### src/rtl/dmem_arbiter.sv
// Data-memory arbiter: single-cycle core port with priority over a DMA word-burst port.
// Optional starvation override enabled by defining DMEM_ARB_STARVE_EN.
module dmem_arbiter #(
    parameter int unsigned ADDR_WIDTH   = 32,
    parameter int unsigned DATA_WIDTH   = 32,
    parameter int unsigned LEN_WIDTH    = 5,
    parameter int unsigned STARVE_LIMIT = 4
) (
    input  logic                  clk,
    input  logic                  rst_n,
    input  logic                  c_req,
    input  logic                  c_we,
    input  logic [2:0]            c_funct3,
    input  logic [ADDR_WIDTH-1:0] c_addr,
    input  logic [DATA_WIDTH-1:0] c_wdata,
    output logic                  c_gnt,
    output logic [DATA_WIDTH-1:0] c_rdata,
    input  logic                  d_req,
    input  logic                  d_we,
    input  logic [ADDR_WIDTH-1:0] d_addr,
    input  logic [LEN_WIDTH-1:0]  d_len,
    input  logic [DATA_WIDTH-1:0] d_wdata,
    output logic                  d_gnt,
    output logic                  d_wnext,
    output logic                  d_rvalid,
    output logic [DATA_WIDTH-1:0] d_rdata,
    output logic                  d_done,
    output logic                  m_wr_en,
    output logic [2:0]            m_funct3,
    output logic [ADDR_WIDTH-1:0] m_addr,
    output logic [DATA_WIDTH-1:0] m_wdata,
    input  logic [DATA_WIDTH-1:0] m_rdata
);

    localparam logic [2:0] FUNCT3_WORD = 3'b010;

    typedef enum logic [1:0] {IDLE, ACCEPT, BURST, DONE} state_e;

    state_e                state_q, state_d;
    logic [ADDR_WIDTH-1:0] addr_q;
    logic [LEN_WIDTH-1:0]  cnt_q;
    logic                  we_q;
    logic                  force_dma;
    logic                  core_win;
    logic                  beat;

    assign core_win = c_req & ~force_dma;
    assign beat     = (state_q == BURST) & ~core_win;
    assign c_gnt    = core_win;
    assign c_rdata  = m_rdata;
    assign d_wnext  = beat & we_q;

`ifdef DMEM_ARB_STARVE_EN
    localparam int unsigned STARVE_W = $clog2(STARVE_LIMIT + 1);

    logic [STARVE_W-1:0] starve_q;
    logic                unused_bits;

    assign force_dma   = (state_q == BURST) && (starve_q == STARVE_W'(STARVE_LIMIT));
    assign unused_bits = ^d_addr[1:0];

    // Consecutive BURST cycles lost to the core
    always_ff @(posedge clk or negedge rst_n) begin
        if (!rst_n) begin
            starve_q <= '0;
        end else if ((state_q != BURST) || beat) begin
            starve_q <= '0;
        end else if (core_win) begin
            starve_q <= starve_q + STARVE_W'(1);
        end
    end
`else
    logic unused_bits;

    assign force_dma   = 1'b0;
    assign unused_bits = ^{d_addr[1:0], 32'(STARVE_LIMIT)};
`endif

    // Next state and memory-side mux
    always_comb begin
        state_d  = state_q;
        m_wr_en  = 1'b0;
        m_funct3 = FUNCT3_WORD;
        m_addr   = '0;
        m_wdata  = '0;

        case (state_q)
            IDLE:    if (d_req) state_d = ACCEPT;
            ACCEPT:  state_d = (cnt_q == '0) ? DONE : BURST;
            BURST:   if (beat && (cnt_q == LEN_WIDTH'(1))) state_d = DONE;
            DONE:    state_d = IDLE;
            default: state_d = IDLE;
        endcase

        if (core_win) begin
            m_wr_en  = c_we;
            m_funct3 = c_funct3;
            m_addr   = c_addr;
            m_wdata  = c_wdata;
        end else if (beat) begin
            m_wr_en  = we_q;
            m_addr   = addr_q;
            m_wdata  = d_wdata;
        end
    end

    always_ff @(posedge clk or negedge rst_n) begin
        if (!rst_n) begin
            state_q <= IDLE;
        end else begin
            state_q <= state_d;
        end
    end

    // Burst context: captured when the request is sampled, advanced per executed beat
    always_ff @(posedge clk or negedge rst_n) begin
        if (!rst_n) begin
            addr_q <= '0;
            cnt_q  <= '0;
            we_q   <= 1'b0;
        end else if ((state_q == IDLE) && d_req) begin
            addr_q <= {d_addr[ADDR_WIDTH-1:2], 2'b00};
            cnt_q  <= d_len;
            we_q   <= d_we;
        end else if (beat) begin
            addr_q <= addr_q + ADDR_WIDTH'(4);
            cnt_q  <= cnt_q - LEN_WIDTH'(1);
        end
    end

    always_ff @(posedge clk or negedge rst_n) begin
        if (!rst_n) begin
            d_gnt    <= 1'b0;
            d_done   <= 1'b0;
            d_rvalid <= 1'b0;
            d_rdata  <= '0;
        end else begin
            d_gnt    <= (state_d == ACCEPT);
            d_done   <= (state_d == DONE);
            d_rvalid <= beat & ~we_q;
            if (beat && !we_q) begin
                d_rdata <= m_rdata;
            end
        end
    end

endmodule

### config.mk
export PLATFORM = sky130hd
export DESIGN_NAME = dmem_arbiter
export DESIGN_NICKNAME = d
export VERILOG_FILES = /design/src/rtl/dmem_arbiter.sv
export SDC_FILE = /design/constraint.sdc
export NUM_CORES = 1
export LEC_CHECK = 0
export ABC_AREA = 1
export BUFFER_PORTS_ARGS = -buffer_cell sky130_fd_sc_hd__buf_2
export CORE_MARGIN = 1
export CORE_UTILIZATION = 35
export DETAILED_ROUTE_END_ITERATION = 10
export MAX_ROUTING_LAYER = met4
export PLACE_DENSITY = 0.72
export SLEW_MARGIN = 20
export SYNTH_ARGS = -nofsm -noshare
export SYNTH_HDL_FRONTEND = slang
export SYNTH_SLANG_ARGS = --single-unit
### constraint.sdc
create_clock -name clk -period 1.4 [get_ports clk]
set_input_delay 0.07 -clock clk [delete_from_list [all_inputs] [get_ports clk]]
set_output_delay 0.07 -clock clk [all_outputs]
set_load 0.01 [all_outputs]
### Word level (Yosys, flattened, before mapping)

Index checks and enable logic that the tools add are counted.

| operators by class | value |
|---|---|
| add/sub/neg operators | 2 |
| equal/unequal tests | 6 |
| multiplexer cells | 15 |
| bitwise gates (word level) | 5 |
| reduce and logical (&&, ||, !) cells | 7 |

Operator list:

| cell | number |
|---|---|
| two-way mux 32 bit | 6 |
| adder 32 x 3 -> 32 bit (second input constant) | 1 |
| two-way mux 5 bit | 2 |
| case mux 2 bit (4 select lines) | 1 |
| equality test 2 bit (second input constant) | 3 |
| equality test 5 x 1 -> 1 bit (second input constant) | 1 |
| logical NOT 5 bit | 1 |
| subtractor 5 x 1 -> 5 bit (second input constant) | 1 |
| equality test 2 x 1 -> 1 bit (second input constant) | 2 |
| two-way mux 2 bit | 2 |
| AND 1 bit | 3 |
| logical AND 1 bit | 3 |
| two-way mux 1 bit | 3 |
| two-way mux 3 bit | 1 |
| logical NOT 2 bit | 1 |
| inverter 1 bit | 2 |
| nonzero test 2 bit | 1 |
| logical NOT 1 bit | 1 |

| word-level totals | value |
|---|---|
| register bits after elaboration | 75 |
| bits of input ports | 174 |
| output and inout port bits | 137 |
| word-level logic and storage cells | 43 |

### Depth between registers and ports, before layout

| logic depth | value |
|---|---|
| depth in word-level cells | 6 |
| mapped depth | 10 |
| mapped depth without buffers | 10 |

### Worst setup path before layout

OpenSTA, ideal clock, no wires.

| timing path | value |
|---|---|
| kind | register to output |
| start | register state_q[0] |
| end | output m_addr[10] |
| arrival | 1.505 ns |
| required time | 1.330 ns |
| slack | -0.175 ns |
| stages on the path, launching flop included | 9 |
| path buffers | 2 |
| path through | dfrtp_1 inv_1 ha_1 inv_1 nor2_8 inv_2 buf_2 buf_2 o21ai_0 |

| on the way | value |
|---|---|
| longest elaborated chain between the ends | 4 |

Ends and longest elaborated chain:

| element | line | source |
|---|---|---|
| start, declared | 39 | `state_e state_q, state_d;` |
| start signal, assigned | 111 | `state_q <= state_d;` |
| equality test 2 bit | 48 | `assign beat = (state_q == BURST) & ~core_win;` |
| AND 1 bit | 48 |  |
| two-way mux 32 bit | 100 | `end else if (beat) begin` |
| two-way mux 32 bit | 95 | `if (core_win) begin` |
| end, declared | 30 | `output logic [ADDR_WIDTH-1:0] m_addr,` |

Every way passes these cells.

### Worst setup path in the final report

| timing path | value |
|---|---|
| start | register state_q[0] |
| end | output m_wdata[26] |

| on the way | value |
|---|---|
| longest elaborated chain between the ends | 4 |

Ends and longest elaborated chain:

| element | line | source |
|---|---|---|
| equality test 2 bit | 48 |  |
| AND 1 bit | 48 |  |
| two-way mux 32 bit | 100 |  |
| two-way mux 32 bit | 95 |  |
| end, declared | 31 | `output logic [DATA_WIDTH-1:0] m_wdata,` |

Every way passes these cells.

==> results.py <==
metrics = {
    "timing": {
        "worst_slack_ns": -0.374,
        "setup_viol": 136,
        "slew_headroom_pct": 77.6,
        "period_needed_ns": 1.77,
        "tns_ns": -32.87,
        "tightest_slew_ns": 0.333,
        "finalClockSkew_ns": 0.00540,
        "hold_violations": 0,
        "timing.final.crit_share_pct": 127,
        "timing.fmax_mhz": 564,
        "rsz0062_at_grt": "yes",
        "final-max-slew-violation-count": 0,
    },
    "synthesis": {
        "synth_top_area_share_pct": 37.0,
        "ys_types": 34,
        "syn_avg_cell_area_um2": 7.02,
        "synth_most_common_cell": "nand2_1",
        "synth_area_um2": 4940,
        "synth_area_leader_cell": "dfrtp_1",
        "synthFlopType": "dfrtp_1",
        "async_flop_share_pct": 100,
        "synthesis.nets": 884,
        "ys_warn_count": 0,
        "synth-edff-count": 0,
        "synth_seq_area_share_pct": 37.0,
        "synth_common_cells": "274 x nand2_1, 73 x dfrtp_1, 62 x inv_1",
        "ys_ff_latch": 73,
        "synthTopCellsByArea": "dfrtp_1 37%, nand2_1 21%, a22o_1 5.9%",
        "syn_inst": 703,
    },
    "cells_and_area": {
        "final_area_um2": 8670,
        "area_growth_pct": 75.6,
        "fill_cells": 1175,
        "ff_latch_area_um2": 1830,
        "final_nets": 1283,
        "multiInputGateArea_um2": 2870,
        "drive_above_1_share_pct": 46.6,
        "instances_no_fill": 1291,
    },
    "worst_setup_path": {
        "cp_data_required_time_ns": 1.33,
        "cp_top_family": "buffers and inverters",
        "path_buf_inv": 5,
        "cp_slowest_cell": "dfrtp_1",
        "path_max_fanout": 13,
        "cp.arrival_ns": 1.70,
        "end_kind": "primary output",
        "crit_top_cell": "buf_12",
        "cp-start-kind": "flop",
        "max_stage_delay_ns": 0.38,
        "path_cells": "inv_2 -> ha_4 -> inv_4 -> nor2_8 -> buf_12 -> buf_12 -> a22o_1 -> buf_2",
        "worstSetupPathType": "reg2out",
    },
    "die": {
        "initial_core_util_pct": 35.7,
        "dieHeight_um": 121,
        "rows": 43,
        "fp.dieW_um": 121,
        "core_um2": 13800,
        "pin_count": 311,
        "die_area_um2": 14600,
    },
    "detailed_routing": {
        "avgRoutedWirePerCell_um": 15.0,
        "via_per_inst": 4.76,
        "drtIter0Drc": 326,
        "ant_nets": 0,
        "vias": 6148,
        "wl_mm": 19.3,
        "remaining_drc_errors": 0,
        "drtPass1Iterations": 5,
    },
    "clock_tree": {
        "htreeDepth": 3,
        "clkLatencyLatePin_ns": 0.34,
        "cts_root_buf": "clkbuf_16",
        "cts_made_buffers": 9,
        "clk_pin_slew_ns": 0.06,
        "cts_sinks": 73,
        "cts_tree": "done",
        "clock_path_buffers": 2,
    },
    "power": {
        "cellPowerDensity_nw_per_um2": 1650,
        "ir_worst_vdd_mv": 1.01,
        "power_mw": 14.3,
        "power.leakage_nw": 4.72,
    },
    "grt": {
        "grt_pass1_vias": 6019,
        "grt_pass1_wl_mm": 29.7,
        "grt_overflow": 0,
        "grt_max_degree": 67,
        "antenna_found_initial": 4,
        "grt_usage_pct": 27.0,
    },
    "placed_design": {
        "hpwl_mm": 13.3,
        "gp_routability_congestion": 0.880,
        "placed_cell_area_um2": 6920,
        "port_buffers": 308,
        "place_inst": 1183,
        "pre_cts_ws_ns": -0.176,
    },
    "outcome": {
        "status": "complete, but fails checks",
        "violations": "negative setup slack",
    },
    "min_path": {
        "hold_path_class": "in2reg",
    },
    "run": {
        "cap_violations": 0,
    },
}
-- path summary, 6_finish.rpt --
kind                        startpoint     endpoint  slack (ns)  cells after the start
max                         state_q[0]  m_wdata[26]       -0.37                      8
min                          d_addr[3]    addr_q[3]        0.01                      3
max reg2reg                 state_q[0]        d_gnt       -0.35                     13
min reg2reg                d_rdata[15]  d_rdata[15]        0.46                      2
max in group asynchronous        rst_n  d_rdata[24]        0.79                      3
min in group asynchronous        rst_n   addr_q[10]        0.15                      2
-- sequential cells by signal, indices dropped and copies added (netlist names) --
signal	flops
d_rvalid	1
addr_q	30
we_q	1
state_q	2
d_rdata	32
d_done	1
d_gnt	1
cnt_q	5
-- cells in the final DEF, fill, tap and decap left out, types with 5 or more instances in the layout --
cell | netlist | layout
dlygate4sd3_1 | 0 | 57
a21oi_1 | 9 | 6
nand4_1 | 5 | 5
nand3_2 | 1 | 17
a22o_1 | 33 | 33
nand2_1 | 274 | 260
o21ai_0 | 44 | 13
nand3_1 | 42 | 20
buf_2 | 20 | 306
nand3_4 | 0 | 6
buf_12 | 0 | 19
dfrtp_1 | 73 | 69
buf_6 | 1 | 14
nand2_2 | 9 | 16
o21ai_1 | 2 | 16
clkbuf_16 | 0 | 10
nor2_4 | 7 | 9
nor2_1 | 37 | 34
nor2_2 | 5 | 6
buf_4 | 34 | 48
inv_1 | 62 | 58
nand2_4 | 1 | 6
o21ai_2 | 0 | 17
-- worst min-delay path, delay by kind of cell --
family                 cells  cell delay (ns)
AOI/OAI and AO/OA          1             0.10
and+or+nand+nor            1             0.04
buffers and inverters      1             0.08
-- area by class of cell --
cell class / instances / area share (%)
well taps: 180 / 2.60
diodes: 4 / 0.115
repair inverters: 1 / 0.101
clock inverters: 5 / 0.649
repair buffers: 451 / 36.4
clock buffers: 11 / 2.68
inverters: 66 / 3.17
multi-input cells: 500 / 33.1
flip-flops and latches: 73 / 21.1
-- what timing repair did --
action                     4_1_cts  5_1_grt
buffers inserted                14       12
gates cloned                     6        1
hold buffers                    57        0
hold endpoints to repair       129        0
setup endpoints to repair      133      135
pin swaps                       25       25
gates resized for setup         84       57
-- report_power, final --
part	internal (mW)	switching [mW]
sequential	3.09	0.778
clock	1.38	0.929
combinational	3.81	4.34
-- metrics by stage --
step | hold slack (ns) | utilization [%]
after floorplan | -0.226 | -
after global placement | -0.0255 | 50.1
after detailed placement | -0.0236 | 50.1
after CTS | 0.0105 | 60.3
after global routing | 0.0177 | 62.7
final | 0.0126 | 62.7
-- kinds of logic after synthesis --
group / after synthesis / synth area share (%)
AO/OA/AOI/OAI: 101 / 13.7
XOR/XNOR: 5 / 0.887
adder cells (fa/ha/maj): 7 / 1.77
buffers and inverters: 130 / 13.1
flip-flops: 73 / 37.0
AND/OR/NAND/NOR: 387 / 33.6
-- metal layers --
metal	up-vias	part of all wire [%]	track usage (%)
li1	3013	-	-
met1	2807	41	31.1
met5	-	0	-
met4	0	2.5	10.6
met3	38	6.9	5.19
met2	290	49	46.3
No activity file was read; power rests on OpenSTA's default activity.
